**config.mk**
```make
export PLATFORM = sky130hd
export DESIGN_NAME = current_memory_flat
export DESIGN_NICKNAME = d
export VERILOG_FILES = /design/src/rtl/current_memory_pkg.sv /design/src/rtl/current_memory_if.sv /design/src/rtl/current_memory_tile_shape_rom.sv /design/src/rtl/current_memory.sv /design/src/flat_wrapper.sv
export SDC_FILE = /design/constraint.sdc
export NUM_CORES = 1
export LEC_CHECK = 0
export ABC_CLOCK_PERIOD_IN_PS = 4100
export CORE_AREA = 3 3 76 150
export DETAILED_ROUTE_END_ITERATION = 6
export DIE_AREA = 0 0 79 153
export GPL_ROUTABILITY_DRIVEN = 0
export HOLD_SLACK_MARGIN = 0.15
export PLACE_DENSITY_LB_ADDON = 0.1
export SYNTH_ARGS = -nofsm -noshare
export SYNTH_HDL_FRONTEND = slang
export SYNTH_SLANG_ARGS = --single-unit
```
**constraint.sdc**
```tcl
create_clock -name clk_i -period 4.1 [get_ports clk_i]
set_clock_uncertainty 0.2 [all_clocks]
set_input_delay 1.025 -clock clk_i [delete_from_list [all_inputs] [get_ports clk_i]]
set_output_delay 1.025 -clock clk_i [all_outputs]
set_load 0.01 [all_outputs]
```
**src/rtl/current_memory_pkg.sv**
```systemverilog
`default_nettype none
// +--------------------------------------------------------------------------+
// | tetris : shared tile types, board coordinates and shape offset helpers   |
// | Revision: 1.0                                                            |
// +--------------------------------------------------------------------------+
package tetris;

  localparam int c_coord_w = 8;

  typedef enum logic [2:0] {
    eNon = 3'd0,
    eI   = 3'd1,
    eO   = 3'd2,
    eT   = 3'd3,
    eS   = 3'd4,
    eZ   = 3'd5,
    eJ   = 3'd6,
    eL   = 3'd7
  } tile_type_e;

  typedef struct packed {
    logic [c_coord_w-1:0] x;
    logic [c_coord_w-1:0] y;
  } point_t;

  typedef logic signed [2:0] offset_t;

  typedef struct packed {
    offset_t dx;
    offset_t dy;
  } cell_offset_t;

  typedef cell_offset_t [3:0] shape_t;

  function automatic cell_offset_t mk_off(input int dx, input int dy);
    cell_offset_t o;
    o.dx = offset_t'(dx);
    o.dy = offset_t'(dy);
    return o;
  endfunction

  // Angle-0 footprint; rotatable shapes stay within -1..1 so rotation never overflows.
  function automatic shape_t base_shape(input tile_type_e t);
    shape_t s;
    s = '0;
    case (t)
      eI: begin s[0] = mk_off( 0, 0); s[1] = mk_off(1, 0); s[2] = mk_off( 2, 0); s[3] = mk_off(3, 0); end
      eO: begin s[0] = mk_off( 0, 0); s[1] = mk_off(1, 0); s[2] = mk_off( 0, 1); s[3] = mk_off(1, 1); end
      eT: begin s[0] = mk_off(-1, 0); s[1] = mk_off(0, 0); s[2] = mk_off( 1, 0); s[3] = mk_off(0, 1); end
      eS: begin s[0] = mk_off( 0, 0); s[1] = mk_off(1, 0); s[2] = mk_off(-1, 1); s[3] = mk_off(0, 1); end
      eZ: begin s[0] = mk_off(-1, 0); s[1] = mk_off(0, 0); s[2] = mk_off( 0, 1); s[3] = mk_off(1, 1); end
      eJ: begin s[0] = mk_off(-1, 0); s[1] = mk_off(0, 0); s[2] = mk_off( 1, 0); s[3] = mk_off(1, 1); end
      eL: begin s[0] = mk_off(-1, 0); s[1] = mk_off(0, 0); s[2] = mk_off( 1, 0); s[3] = mk_off(-1, 1); end
      default: s = '0;
    endcase
    return s;
  endfunction

  function automatic cell_offset_t rotate(input cell_offset_t o, input logic [1:0] angle);
    cell_offset_t r;
    case (angle)
      2'd1:    begin r.dx = -o.dy; r.dy =  o.dx; end
      2'd2:    begin r.dx = -o.dx; r.dy = -o.dy; end
      2'd3:    begin r.dx =  o.dy; r.dy = -o.dx; end
      default: r = o;
    endcase
    return r;
  endfunction

endpackage
`default_nettype wire

```
**src/rtl/current_memory_if.sv**
```systemverilog
`default_nettype none
// +--------------------------------------------------------------------------+
// | current_memory_if : executor <-> current-tile memory bus                 |
// | Revision: 1.0                                                            |
// +--------------------------------------------------------------------------+
interface current_memory_if;
  import tetris::*;

  logic             set_v_i;
  tile_type_e       type_i;
  logic [1:0]       angle_i;
  logic             pos_v_i;
  point_t           pos_i;

  tile_type_e       type_o;
  logic [1:0]       angle_o;
  point_t           pos_o;
  logic             is_ready_o;
  point_t [3:0]     cells_o;
  logic             cells_v_o;
  logic             oob_o;

  modport master (
    output set_v_i, type_i, angle_i, pos_v_i, pos_i,
    input  type_o, angle_o, pos_o, is_ready_o, cells_o, cells_v_o, oob_o
  );

  modport slave (
    input  set_v_i, type_i, angle_i, pos_v_i, pos_i,
    output type_o, angle_o, pos_o, is_ready_o, cells_o, cells_v_o, oob_o
  );

endinterface
`default_nettype wire

```
**src/rtl/current_memory_tile_shape_rom.sv**
```systemverilog
`default_nettype none
// +--------------------------------------------------------------------------+
// | tile_shape_rom : combinational cell offset lookup by type/angle/index    |
// | Revision: 1.0                                                            |
// +--------------------------------------------------------------------------+
module tile_shape_rom
  import tetris::*;
(
  input  tile_type_e tile,
  input  logic [1:0] angle,
  input  logic [1:0] idx,
  output offset_t    dx,
  output offset_t    dy
);

  shape_t       w_shape;
  cell_offset_t w_base;
  cell_offset_t w_off;

  // The I bar only has two distinct orientations; O is rotation invariant.
  always_comb begin
    w_shape = base_shape(tile);
    w_base  = w_shape[idx];
    w_off   = w_base;
    case (tile)
      eI: begin
        if (angle[0]) begin
          w_off.dx = w_base.dy;
          w_off.dy = w_base.dx;
        end
      end
      eO, eNon: w_off = w_base;
      default:  w_off = rotate(w_base, angle);
    endcase
  end

  assign dx = w_off.dx;
  assign dy = w_off.dy;

endmodule
`default_nettype wire

```
**src/rtl/current_memory.sv**
```systemverilog
`default_nettype none
// +--------------------------------------------------------------------------+
// | current_memory : stored tile plus 4-cycle expansion to board cells       |
// | Revision: 1.0                                                            |
// +--------------------------------------------------------------------------+
module current_memory
  import tetris::*;
#(
  parameter int width_p  = 16,
  parameter int height_p = 32
) (
  input  logic             clk_i,
  input  logic             reset_n_i,
  current_memory_if.slave  bus
);

  typedef enum logic [0:0] {
    eIDLE   = 1'b0,
    eExpand = 1'b1
  } state_e;

  localparam int c_sum_w = c_coord_w + 2;
  localparam logic signed [c_sum_w-1:0] c_width_s  = c_sum_w'(width_p);
  localparam logic signed [c_sum_w-1:0] c_height_s = c_sum_w'(height_p);

  state_e       r_state;
  tile_type_e   r_type;
  logic [1:0]   r_angle;
  point_t       r_pos;
  point_t [3:0] r_cells;
  logic         r_cells_v;
  logic         r_oob;
  logic         r_ready;
  logic [1:0]   r_idx;

  offset_t                    w_dx;
  offset_t                    w_dy;
  logic signed [c_sum_w-1:0]  w_sum_x;
  logic signed [c_sum_w-1:0]  w_sum_y;
  logic                       w_cell_oob;
  logic                       w_accept;

  tile_shape_rom u_rom (
    .tile  (r_type),
    .angle (r_angle),
    .idx   (r_idx),
    .dx    (w_dx),
    .dy    (w_dy)
  );

  // Two guard bits keep both negative sums and overshoots past the board visible.
  assign w_sum_x = $signed({2'b00, r_pos.x}) + $signed({{(c_sum_w-3){w_dx[2]}}, w_dx});
  assign w_sum_y = $signed({2'b00, r_pos.y}) + $signed({{(c_sum_w-3){w_dy[2]}}, w_dy});

  assign w_cell_oob = w_sum_x[c_sum_w-1] | w_sum_y[c_sum_w-1] |
                      (w_sum_x >= c_width_s) | (w_sum_y >= c_height_s);

  assign w_accept = bus.set_v_i | bus.pos_v_i;

  always_ff @(posedge clk_i or negedge reset_n_i) begin
    if (!reset_n_i) begin
      r_state   <= eIDLE;
      r_type    <= eNon;
      r_angle   <= 2'd0;
      r_pos     <= '0;
      r_cells   <= '0;
      r_cells_v <= 1'b0;
      r_oob     <= 1'b0;
      r_ready   <= 1'b1;
      r_idx     <= 2'd0;
    end else begin
      case (r_state)
        eIDLE: begin
          if (w_accept) begin
            if (bus.set_v_i) begin
              r_type  <= bus.type_i;
              r_angle <= bus.angle_i;
            end
            if (bus.pos_v_i) begin
              r_pos <= bus.pos_i;
            end
            r_idx     <= 2'd0;
            r_cells_v <= 1'b0;
            r_oob     <= 1'b0;
            r_ready   <= 1'b0;
            r_state   <= eExpand;
          end
        end
        eExpand: begin
          r_cells[r_idx].x <= w_sum_x[c_coord_w-1:0];
          r_cells[r_idx].y <= w_sum_y[c_coord_w-1:0];
          r_idx            <= r_idx + 2'd1;
          // An empty tile occupies nothing, so it can never be out of bounds.
          if (r_type != eNon) begin
            r_oob <= r_oob | w_cell_oob;
          end
          if (r_idx == 2'd3) begin
            r_state   <= eIDLE;
            r_ready   <= 1'b1;
            r_cells_v <= (r_type != eNon);
          end
        end
        default: r_state <= eIDLE;
      endcase
    end
  end

  assign bus.type_o     = r_type;
  assign bus.angle_o    = r_angle;
  assign bus.pos_o      = r_pos;
  assign bus.is_ready_o = r_ready;
  assign bus.cells_o    = r_cells;
  assign bus.cells_v_o  = r_cells_v;
  assign bus.oob_o      = r_oob;

endmodule
`default_nettype wire

```
**src/flat_wrapper.sv**
```systemverilog
// flat-port wrapper written by rule: the top's interface ports become plain ports
module current_memory_flat import tetris::*;
#(
  parameter int width_p  = 16,
  parameter int height_p = 32
)
  (clk_i, reset_n_i, bus_set_v_i, bus_type_i, bus_angle_i, bus_pos_v_i, bus_pos_i, bus_type_o, bus_angle_o, bus_pos_o, bus_is_ready_o, bus_cells_o, bus_cells_v_o, bus_oob_o);
  current_memory_if bus_i ();
  input  logic clk_i;
  input  logic reset_n_i;
  input wire logic [$bits(bus_i.set_v_i)-1:0] bus_set_v_i;
  input wire logic [$bits(bus_i.type_i)-1:0] bus_type_i;
  input wire logic [$bits(bus_i.angle_i)-1:0] bus_angle_i;
  input wire logic [$bits(bus_i.pos_v_i)-1:0] bus_pos_v_i;
  input wire logic [$bits(bus_i.pos_i)-1:0] bus_pos_i;
  output wire logic [$bits(bus_i.type_o)-1:0] bus_type_o;
  output wire logic [$bits(bus_i.angle_o)-1:0] bus_angle_o;
  output wire logic [$bits(bus_i.pos_o)-1:0] bus_pos_o;
  output wire logic [$bits(bus_i.is_ready_o)-1:0] bus_is_ready_o;
  output wire logic [$bits(bus_i.cells_o)-1:0] bus_cells_o;
  output wire logic [$bits(bus_i.cells_v_o)-1:0] bus_cells_v_o;
  output wire logic [$bits(bus_i.oob_o)-1:0] bus_oob_o;
  assign bus_i.set_v_i = bus_set_v_i;
  assign bus_i.type_i = bus_type_i;
  assign bus_i.angle_i = bus_angle_i;
  assign bus_i.pos_v_i = bus_pos_v_i;
  assign bus_i.pos_i = bus_pos_i;
  assign bus_type_o = bus_i.type_o;
  assign bus_angle_o = bus_i.angle_o;
  assign bus_pos_o = bus_i.pos_o;
  assign bus_is_ready_o = bus_i.is_ready_o;
  assign bus_cells_o = bus_i.cells_o;
  assign bus_cells_v_o = bus_i.cells_v_o;
  assign bus_oob_o = bus_i.oob_o;
  current_memory #(.width_p(width_p), .height_p(height_p)) u_core (.clk_i(clk_i), .reset_n_i(reset_n_i), .bus(bus_i));
endmodule
```
==> impl_metrics.env <==
export IMPL_status="finished clean"
export IMPL_dp_hpwl_um=9807
export IMPL_finalHoldViolCount=0
export IMPL_synth_common_cells="dfrtp_1 (90), mux2_2 (62), o21ai_0 (42), nand2_1 (39), a21oi_1 (25)"
export IMPL_dr_pass1_iters=4
export IMPL_yosysMostFrequentCell="dfrtp_1"
export IMPL_grt_overflow=0
export IMPL_drv_cap=0
export IMPL_critPathLaunchType="register"
export IMPL_final_cell_count_no_fill=697
export IMPL_cts_buffers=9
export IMPL_initialDrtViolationCount=252
export IMPL_cp_arrival_ns=4.00
export IMPL_end_kind="register"
export IMPL_grt_max_degree=53
export IMPL_cts_root_buf="clkbuf_16"
export IMPL_slew_viol_final=0
export IMPL_port_buffer_count=112
export IMPL_max_freq_mhz=251.4
export IMPL_synthDistinctLibCells=48
export IMPL_cts_sinks=91
export IMPL_finish_utilization_pct=62.41
export IMPL_multi_input_area_um2=2400
export IMPL_synth_seq_cells=91
export IMPL_ys_warn_count=0
export IMPL_synth_area_leader_cell="dfrtp_1"
export IMPL_cts_max_level=3
export IMPL_synth_main_ff_cell="dfrtp_1"
export IMPL_die_area_um2=12090
export IMPL_synth_edf_count=0
export IMPL_drive_above_1_share_pct=25.00
export IMPL_clockBufferDepth=2
export IMPL_hp_class="register to register"
export IMPL_antenna_found_initial=0
export IMPL_die_x_um=79
export IMPL_rows=53
export IMPL_grt_pass1_vias=3924
export IMPL_clock_latency_ns=0.35
export IMPL_vias=3844
export IMPL_clk_pin_slew_ns=0.07
export IMPL_dp_cells=673
export IMPL_setup_tns_final_ns=0
export IMPL_via_per_inst=5.515
export IMPL_area_growth_pct=40.79
export IMPL_synth_nets=474
export IMPL_fin_crit_ns=3.978
export IMPL_cts_tree="built"
export IMPL_nets=605
export IMPL_yosysSeqAreaShare_pct=49.06
export IMPL_diodes=0
export IMPL_synth_area_um2=4644
export IMPL_synthTopCellsByArea="dfrtp_1 (48%), mux2_2 (15%), ha_1 (6.2%), o21ai_0 (4.5%), nand2_1 (3.2%)"
export IMPL_seq_area_um2=2281
export IMPL_path_max_fanout=5
export IMPL_crit_required_ns=4.12
export IMPL_initial_core_util_pct=44.33
export IMPL_routed_wl_um=13470
export IMPL_grt_usage_pct=22.94
export IMPL_max_slew_margin_rel_pct=40.30
export IMPL_tightest_slew_ns=0.8934
export IMPL_routedWlPerCell_um=19.32
export IMPL_io_pins=113
export IMPL_period_share_pct=97.02
export IMPL_route_detailed_drc=0
export IMPL_postSynthAreaPerCell_um2=10.95
export IMPL_fill_cells=961
export IMPL_grt_pass1_wl_um=21000
export IMPL_critPathKind="register to register"
export IMPL_synth_top_area_share_pct=48.49
export IMPL_finalSetupViolCount=0
export IMPL_die_h_um=153
export IMPL_antenna_left=0
export IMPL_synthArstFlopShare_pct=100.0
export IMPL_syn_inst=424
export IMPL_core_area_um2=10480
[what timing repair did]
item,in CTS,in global routing
resized for setup,3,35
hold buffers,0,0
pin swaps,0,13
gates cloned,0,0
buffers inserted,2,6
setup endpoints to repair,5,5
[area by class of cell]
type	count	share of cell area (%)
Tap cell	137	2.622
Inverter	14	0.8037
Timing Repair Buffer	142	20.63
Sequential cell	91	34.88
Multi-Input combinational cell	297	36.70
Clock buffer	10	3.502
Clock inverter	6	0.8611
[worst paths after layout]
check | start | to | slack, ns | cells after the start
setup reg to reg | u_core.bus.type_o[0]$_DFFE_PN0P_ | u_core.bus.oob_o$_DFFE_PN0P_ | 0.12 | 20
hold reg to reg | u_core.bus.cells_o[42]$_DFFE_PN0P_ | u_core.bus.cells_o[42]$_DFFE_PN0P_ | 0.28 | 2
max in group asynchronous | reset_n_i | u_core.bus.cells_o[59]$_DFFE_PN0P_ | 2.40 | 2
setup / recovery | u_core.bus.type_o[0]$_DFFE_PN0P_ | u_core.bus.oob_o$_DFFE_PN0P_ | 0.12 | 20
min in group asynchronous | reset_n_i | u_core.bus.cells_o[23]$_DFFE_PN0P_ | 0.51 | 1
hold / removal | u_core.bus.cells_o[42]$_DFFE_PN0P_ | u_core.bus.cells_o[42]$_DFFE_PN0P_ | 0.28 | 2
[metrics by stage]
step / hold slack, ns / setup WS, ns / cell area (um2)
2_1_floorplan: 0.3007 / 0.03873 / 4644
3_3_place_gp: 0.2617 / -0.006081 / 6013
3_5_place_dp: 0.2700 / -0.1587 / 6013
4_1_cts: 0.2858 / 0.02734 / 6320
5_1_grt: 0.3168 / -0.06543 / 6539
6_report: 0.2781 / 0.1223 / 6539
[per-layer routing]
metal | track usage [%] | wire, um | vias to the layer above
met3 | 5.071 | 628 | 41
met1 | 23.73 | 4653 | 1890
met5 | 0 | 0 | -
li1 | - | - | 1775
met4 | 13.36 | 667 | 0
met2 | 41.15 | 7520 | 138
[sequential cells by signal (all words and copies together) (netlist names)]
name                   flops
u_core.bus.angle_o         2
u_core.bus.cells_o        64
u_core.bus.cells_v_o       1
u_core.bus.is_ready_o      1
u_core.bus.oob_o           1
u_core.bus.pos_o          16
u_core.bus.type_o          3
u_core.r_idx               2
u_core.r_state             1
[worst max-delay path: stages (launching register included)]
cell	delay [ns]
dfrtp_2	0.43
buf_4	0.15
inv_1	0.08
buf_6	0.12
nor2_1	0.05
nor3_1	0.19
nor2_1	0.06
o22ai_1	0.19
ha_2	0.22
inv_2	0.06
a2111oi_4	0.31
a211oi_2	0.10
inv_2	0.20
ha_4	0.24
o21ai_1	0.12
a21oi_1	0.05
o21a_1	0.19
or3_1	0.36
a211oi_2	0.25
o311a_1	0.20
a31oi_1	0.08
[kinds of logic after synthesis]
group,count (synthesis),synth area share (%)
buffers and inverters,36,2.990
AO/OA/AOI/OAI,103,13.71
flip-flops,91,49.06
AND/OR/NAND/NOR,92,9.241
XOR/XNOR,12,2.263
multiplexers,65,15.68
adder cells (fa/ha/maj),25,7.058
[cell usage in the layout, fill, tap and decap left out, types with 3 or more instances in the layout]
cell and count:
nand2_1 39, dfrtp_1 88, mux2_2 62, clkbuf_16 9, ha_1 16, buf_4 28, o21ai_2 3, a211oi_1 3
and3_1 3, nand2b_1 3, a21o_1 3, nor2b_1 4, a211oi_2 3, xnor2_1 7, a21oi_1 23, o211ai_1 3
mux2i_1 3, nor3_1 7, nor2_1 21, ha_4 6, o21bai_1 3, nand3_1 4, inv_1 12, o21ai_0 38
clkdlybuf4s50_1 111
Power is not shown: default switching activity piles up to over one toggle a cycle in this logic, so the estimate is an artifact.
